`src/rtl/tdm_demux4_pkg.sv`:
```
// tdm_demux4_pkg: shared definitions for the 4:1 TDM receive demultiplexer.
//   - tdm_state_t : receiver FSM states (HUNT=0, RECV=1, PAR=2)
//   - NSLOT_DEF / DW_DEF : default slot count and slot width
//   - frame_len() : beats per frame, NSLOT, or NSLOT+1 when the trailing
//                   parity beat is enabled
// Build option: define TDM_PARITY_EN to append an even-parity beat to each frame.
package tdm_demux4_pkg;

  typedef enum logic [1:0] {
    HUNT = 2'd0,
    RECV = 2'd1,
    PAR  = 2'd2
  } tdm_state_t;

  localparam int NSLOT_DEF = 4;
  localparam int DW_DEF    = 1;

  function automatic int frame_len(input int nslot);
`ifdef TDM_PARITY_EN
    return nslot + 1;
`else
    return nslot;
`endif
  endfunction

endpackage

```
`src/rtl/tdm_demux4_slot_ctr.sv`:
```
// tdm_demux4_slot_ctr: slot position counter for the TDM demultiplexer.
// Ports:
//   clk, rst_n : clock, synchronous active-low reset
//   en         : advance on this cycle (an accepted beat)
//   load1      : with en, jump to 1 (slot 0 just captured on a sync beat)
//   clr        : force the count back to 0 (alignment lost)
//   cnt        : index of the next expected beat, wraps at FLEN
//   last       : cnt is the final beat of the frame
module tdm_demux4_slot_ctr #(
  parameter int FLEN = 4,
  parameter int SW   = 3
) (
  input  logic          clk,
  input  logic          rst_n,
  input  logic          en,
  input  logic          load1,
  input  logic          clr,
  output logic [SW-1:0] cnt,
  output logic          last
);

  assign last = (cnt == SW'(FLEN - 1));

  always_ff @(posedge clk) begin
    if (!rst_n || clr) begin
      cnt <= '0;
    end else if (en) begin
      if (load1) begin
        cnt <= SW'(1);
      end else if (last) begin
        cnt <= '0;
      end else begin
        cnt <= cnt + SW'(1);
      end
    end
  end

endmodule

```
`src/rtl/tdm_demux4.sv`:
```
// tdm_demux4: receive-side TDM demultiplexer. Tracks slot position on a serial
// lane qualified by din_vld, stages each slot, and presents a complete frame on
// dout with a one-cycle dout_vld pulse. Alignment loss is flagged on sync_err.
// Ports:
//   clk, rst_n : clock, synchronous active-low reset
//   din        : serial slot data (DW bits per beat)
//   din_vld    : beat qualifier; idle cycles freeze everything
//   fsync      : marks slot 0 of a frame (qualified by din_vld)
//   dout       : assembled frame, slot k at [k*DW +: DW]
//   dout_vld   : one-cycle pulse with each new frame
//   slot_sel   : index of the next expected beat
//   locked     : receiver is frame-aligned
//   sync_err   : one-cycle pulse on an alignment violation
//   par_err    : one-cycle pulse on a parity mismatch (always 0 without parity)
// Build option: TDM_PARITY_EN adds a trailing even-parity beat and the PAR state.
module tdm_demux4
  import tdm_demux4_pkg::*;
#(
  parameter int NSLOT = NSLOT_DEF,
  parameter int DW    = DW_DEF
) (
  input  logic                       clk,
  input  logic                       rst_n,
  input  logic [DW-1:0]              din,
  input  logic                       din_vld,
  input  logic                       fsync,
  output logic [NSLOT*DW-1:0]        dout,
  output logic                       dout_vld,
  output logic [$clog2(NSLOT+1)-1:0] slot_sel,
  output logic                       locked,
  output logic                       sync_err,
  output logic                       par_err
);

  localparam int SW   = $clog2(NSLOT + 1);
  localparam int FLEN = frame_len(NSLOT);

  function automatic logic [DW-1:0] xor_slots(input logic [NSLOT*DW-1:0] f);
    logic [DW-1:0] p;
    p = '0;
    for (int k = 0; k < NSLOT; k++) p ^= f[k*DW +: DW];
    return p;
  endfunction

  tdm_state_t          state, state_nx;
  logic [NSLOT*DW-1:0] staging, stage_nx;
  logic                ctr_en, ctr_ld, ctr_clr, ctr_last;
  logic                stg_we;
  logic [SW-1:0]       stg_idx;
  logic                out_nx, serr_nx, perr_nx;

  tdm_demux4_slot_ctr #(.FLEN(FLEN), .SW(SW)) u_ctr (
    .clk   (clk),
    .rst_n (rst_n),
    .en    (ctr_en),
    .load1 (ctr_ld),
    .clr   (ctr_clr),
    .cnt   (slot_sel),
    .last  (ctr_last)
  );

  assign locked = (state != HUNT);

  // Beat decode: next state, counter control, staging write, pulse requests
  always_comb begin
    state_nx = state;
    ctr_en   = 1'b0;
    ctr_ld   = 1'b0;
    ctr_clr  = 1'b0;
    stg_we   = 1'b0;
    stg_idx  = '0;
    out_nx   = 1'b0;
    serr_nx  = 1'b0;
    perr_nx  = 1'b0;
    if (din_vld) begin
      case (state)
        HUNT: begin
          if (fsync) begin
            state_nx = RECV;
            ctr_en   = 1'b1;
            ctr_ld   = 1'b1;
            stg_we   = 1'b1;
          end
        end
        RECV: begin
          if (fsync) begin
            // Sync at slot 0 is normal; anywhere else drops the partial frame.
            ctr_en  = 1'b1;
            ctr_ld  = 1'b1;
            stg_we  = 1'b1;
            serr_nx = (slot_sel != '0);
          end else if (slot_sel == '0) begin
            serr_nx  = 1'b1;
            state_nx = HUNT;
            ctr_clr  = 1'b1;
          end else begin
            ctr_en  = 1'b1;
            stg_we  = 1'b1;
            stg_idx = slot_sel;
`ifdef TDM_PARITY_EN
            if (slot_sel == SW'(NSLOT - 1)) state_nx = PAR;
`else
            out_nx  = ctr_last;
`endif
          end
        end
`ifdef TDM_PARITY_EN
        PAR: begin
          ctr_en   = 1'b1;
          state_nx = RECV;
          if (fsync) begin
            ctr_ld  = 1'b1;
            stg_we  = 1'b1;
            serr_nx = 1'b1;
          end else begin
            out_nx  = ctr_last;
            perr_nx = ctr_last && (xor_slots(staging) != din);
          end
        end
`endif
        default: state_nx = HUNT;
      endcase
    end
  end

  always_comb begin
    stage_nx = staging;
    if (stg_we) begin
      for (int k = 0; k < NSLOT; k++) begin
        if (stg_idx == SW'(k)) stage_nx[k*DW +: DW] = din;
      end
    end
  end

  // Register stage: FSM state, staging, output frame and pulses
  always_ff @(posedge clk) begin
    if (!rst_n) begin
      state    <= HUNT;
      staging  <= '0;
      dout     <= '0;
      dout_vld <= 1'b0;
      sync_err <= 1'b0;
      par_err  <= 1'b0;
    end else begin
      state    <= state_nx;
      staging  <= stage_nx;
      dout_vld <= out_nx;
      sync_err <= serr_nx;
      par_err  <= perr_nx;
      if (out_nx) dout <= stage_nx;
    end
  end

endmodule
```
`config.mk`:
```
export PLATFORM = sky130hd
export DESIGN_NAME = tdm_demux4
export DESIGN_NICKNAME = d
export VERILOG_FILES = /design/src/rtl/tdm_demux4_pkg.sv /design/src/rtl/tdm_demux4_slot_ctr.sv /design/src/rtl/tdm_demux4.sv
export SDC_FILE = /design/constraint.sdc
export NUM_CORES = 1
export LEC_CHECK = 0
export BUFFER_PORTS_ARGS = -buffer_cell sky130_fd_sc_hd__buf_4
export CAP_MARGIN = 20
export CORE_UTILIZATION = 51
export CTS_CLUSTER_DIAMETER = 200
export DETAILED_ROUTE_END_ITERATION = 6
export MAX_ROUTING_LAYER = met4
export PLACE_DENSITY_LB_ADDON = 0.08
export SYNTH_ARGS = -nofsm -noshare
export SYNTH_HDL_FRONTEND = slang
export SYNTH_SLANG_ARGS = --single-unit
```
`constraint.sdc`:
```
create_clock -name clk -period 2.3 [get_ports clk]
set_clock_uncertainty 0.05 [all_clocks]
set_input_delay 0.23 -clock clk [delete_from_list [all_inputs] [get_ports clk]]
set_output_delay 0.23 -clock clk [all_outputs]
set_load 0.02 [all_outputs]
```
==> results_tabular.tex <==
\begin{tabular}{lr}
\hline
Metric & Value \\
\hline
\multicolumn{2}{l}{\textbf{Logic synthesis}} \\
\quad Area contributors post-synth & dfxtp\_1 (37\%), mux2i\_1 (5.3\%), ha\_1 (5.0\%) \\
\quad Largest area contributor in the synthesized netlist & dfxtp\_1 \\
\quad Cell Area, Synth & 752 sq um \\
\quad Fraction of registers with async set or reset after synthesis & 0\% \\
\quad Main flop type after synthesis & dfxtp\_1 \\
\quad Seq/Total Area, Yosys & 37.3\% \\
\quad Fraction of synthesized cell area taken by the top area cell type & 37.3\% \\
\quad Synth warnings & 0 \\
\quad Flip-flop and latch count after synthesis & 14 \\
\quad Number of synthesized flops with an enable pin & 0 \\
\quad Average size of a mapped cell & 9.64 sq um \\
\quad Net Count, Synth & 86 \\
\quad Synthesized instance count & 78 \\
\quad Number of unique standard cell types used by synthesis & 34 \\
\multicolumn{2}{l}{\textbf{Placed design}} \\
\quad Detailed placement HPWL & 1030 microns \\
\quad Port Buffers & 14 \\
\quad Placer Congestion & 0.856 \\
\quad Area post-placement & 848 sq um \\
\quad Post-Place Worst Slack & 0.290 ns \\
\multicolumn{2}{l}{\textbf{Setup path}} \\
\quad Critical Path, Cell by Cell & inv\_1 > ha\_1 > nor2b\_1 > ha\_1 > nor2b\_4 > o2111ai\_2 > mux2i\_1 > a21oi\_1 \\
\quad Slowest stage cell, crit path & dfxtp\_1 \\
\quad Crit path max-delay family & adder cells \\
\quad Type of the setup path with the least slack & reg -> reg \\
\quad Top fanout value on the critical path & 7 \\
\quad Endpoint class of the critical path & flop \\
\quad Startpoint types & flop \\
\quad CP bufs+invs & 1 \\
\quad Crit path arrival time & 2.14 ns \\
\quad Max incr delay on CP & 0.45 ns \\
\quad WP data required & 2.42 ns \\
\quad Most used cell, CP & ha\_1 \\
\multicolumn{2}{l}{\textbf{Job}} \\
\quad Max-cap violations & 0 \\
\multicolumn{2}{l}{\textbf{Timing}} \\
\quad Final count of hold timing violations & 0 \\
\quad Unrepaired setup endpoints after global routing & no \\
\quad Total negative setup slack & 0 ns \\
\quad Final critical delay including setup and external delays & 2.02 ns \\
\quad Highest achievable clock rate & 0.494 GHz \\
\quad Setup WS post-layout & 0.276 ns \\
\quad Part of the cycle the worst path needs & 88.0\% \\
\quad Number of slew-limit violations in the final report & 0 \\
\quad Final-report setup violation count & 0 \\
\multicolumn{2}{l}{\textbf{GRT}} \\
\quad Antenna violations before repair & 0 \\
\quad Number of global-route vias before repair & 507 \\
\quad Pin count of the biggest net entering global routing & 15 \\
\quad Global-route wire length before repair & 2170 microns \\
\quad Overall Global Routing Usage & 21.7\% \\
\quad Overflow after GRT & 0 \\
\multicolumn{2}{l}{\textbf{CTS}} \\
\quad PostCTS Resize Cnt & 0 \\
\quad Clock tree root buffer cell & clkbuf\_4 \\
\quad \# clock sinks & 14 \\
\quad Number of buffers on the longest clock path & 2 \\
\quad Clk Latency, worst-skew pair & 0.29 ns \\
\quad Clock transition at path regs & 0.09 ns \\
\quad Number of hold buffers added after CTS & 0 \\
\quad Number of clock buffers inserted by TritonCTS & 3 \\
\quad Htree depth & 1 \\
\quad Clock tree from TritonCTS & done \\
\quad Setup repair bufs after CTS & 0 \\
\multicolumn{2}{l}{\textbf{Status}} \\
\quad Run status & finished, final reports clean \\
\multicolumn{2}{l}{\textbf{Layout}} \\
\quad Final std cell area, no fill & 885 sq um \\
\quad Filler instances & 122 \\
\quad Commonest cells after routing, fill and taps aside & buf\_4 (15), dfxtp\_1 (14), nand2\_1 (8) \\
\quad Most common cell after layout, fill and taps aside & buf\_4 \\
\quad Final \#Nets & 102 \\
\quad Diodes inserted & 0 \\
\quad Synthesis-to-finish area growth & 17.6\% \\
\quad Proportion of layout cells with a drive suffix above 1 & 29.0\% \\
\multicolumn{2}{l}{\textbf{Drt}} \\
\quad Violation count after the first detailed-route iteration & 11 \\
\quad Wirelength per Cell & 12.7 microns \\
\quad Number of remaining DRC errors & 0 \\
\quad Routed vias & 617 \\
\quad Antenna Nets Post-Route & 0 \\
\quad Pre-antenna DRT Iters & 4 \\
\quad Final WL & 1380 microns \\
\quad Via density per instance & 5.71 \\
\multicolumn{2}{l}{\textbf{Pwr}} \\
\quad Total Power Consumption & 0.000498 W \\
\quad Cell area power density & 563 mW/mm\^{}2 \\
\quad Worst supply voltage drop on vdd & 0.406 mV \\
\quad Leakage power summed over all cells & 0.402 nW \\
\multicolumn{2}{l}{\textbf{Floorplan}} \\
\quad Initial core utilization & 56.4\% \\
\quad DIE AREA & 0.00163 sq mm \\
\quad Number of placement rows & 13 \\
\quad Core ar. & 0.00133 sq mm \\
\quad Height of the chip & 40.4 microns \\
\quad Number of top-level pins & 16 \\
\quad X dimension of the die & 40.4 microns \\
\multicolumn{2}{l}{\textbf{Min path}} \\
\quad Hold Path Class & in -> reg \\
\hline
\end{tabular}
-- Yosys cell counts, types with 2 or more instances --
| cell | instances |
|---|---|
| o31ai_1 | 2 |
| o211ai_1 | 2 |
| nand2_1 | 8 |
| o21ai_1 | 4 |
| inv_1 | 3 |
| dfxtp_1 | 14 |
| a21oi_1 | 4 |
| nor2_1 | 2 |
| o2111ai_2 | 2 |
| mux2i_1 | 4 |
| a21boi_1 | 2 |
| nand3_1 | 4 |
| buf_6 | 2 |
| ha_1 | 3 |
| nor2b_1 | 3 |
-- logic make-up after synthesis --
family	after synthesis	share of synthesized area, %
simple gates	24	19.5
fa+ha+maj	3	4.99
compound gates	25	26.3
mux	4	5.32
buf+inv	7	6.16
flops	14	37.3
other cells	1	0.499
-- per-stage QoR --
| step | std cells | util, % | hold WS, ns |
|---|---|---|---|
| 5_1_grt | 108 | 66.3 | 0.203 |
| 6_report | 108 | 66.3 | 0.206 |
| 2_1_floorplan | 78 | - | 0.301 |
| 3_5_place_dp | 104 | 63.6 | 0.442 |
| 3_3_place_gp | 104 | 63.6 | 0.437 |
| 4_1_cts | 108 | 66.3 | 0.208 |
-- worst register-to-register path, stage by stage (launching register included) --
cell       delay, ns
dfxtp_1         0.45
inv_1           0.14
ha_1            0.24
nor2b_1         0.16
ha_1            0.25
nor2b_4         0.17
o2111ai_2       0.18
mux2i_1         0.19
a21oi_1         0.09
-- worst paths after layout --
path | start | endpoint | slack (ns) | cells past startpoint
setup / recovery | u_ctr.cnt[0] | dout[3] | 0.28 | 8
setup reg to reg | u_ctr.cnt[0] | dout[3] | 0.28 | 8
hold / removal | rst_n | dout[1] | 0.21 | 2
hold reg to reg | staging[2] | staging[2] | 0.45 | 2
-- final cells by class --
| class | instances | area (sq um) | share of cell area (%) |
|---|---|---|---|
| clock buffer | 4 | 36.3 | 4.10 |
| inverter | 3 | 11.3 | 1.27 |
| multi-input combinational | 57 | 425 | 48.1 |
| sequential | 14 | 280 | 31.7 |
| tap | 15 | 18.8 | 2.12 |
| timing repair buffer | 15 | 113 | 12.7 |
-- where the power goes --
part	switching [W]	internal (W)	leakage, nW
Combinational	0.0000394	0.0000286	0.268
Sequential	0.00000543	0.000247	0.113
Clock	0.0000815	0.0000964	0.0210
-- per-layer routing --
metal | share of wire, % | global-route usage, % | vias up
met5 | 0 | - | -
met4 | 1.2 | 10.0 | 0
met3 | 5.3 | 10.0 | 4
met2 | 45 | 30.2 | 17
met1 | 49 | 26.3 | 285
li1 | - | - | 311
-- state kept, by name, indices dropped and copies added (netlist names) --
signal,cells
state,1
sync_err,1
dout,4
dout_vld,1
staging,4
u_ctr.cnt,3
Note: power is estimated with default switching activity, not from simulation.
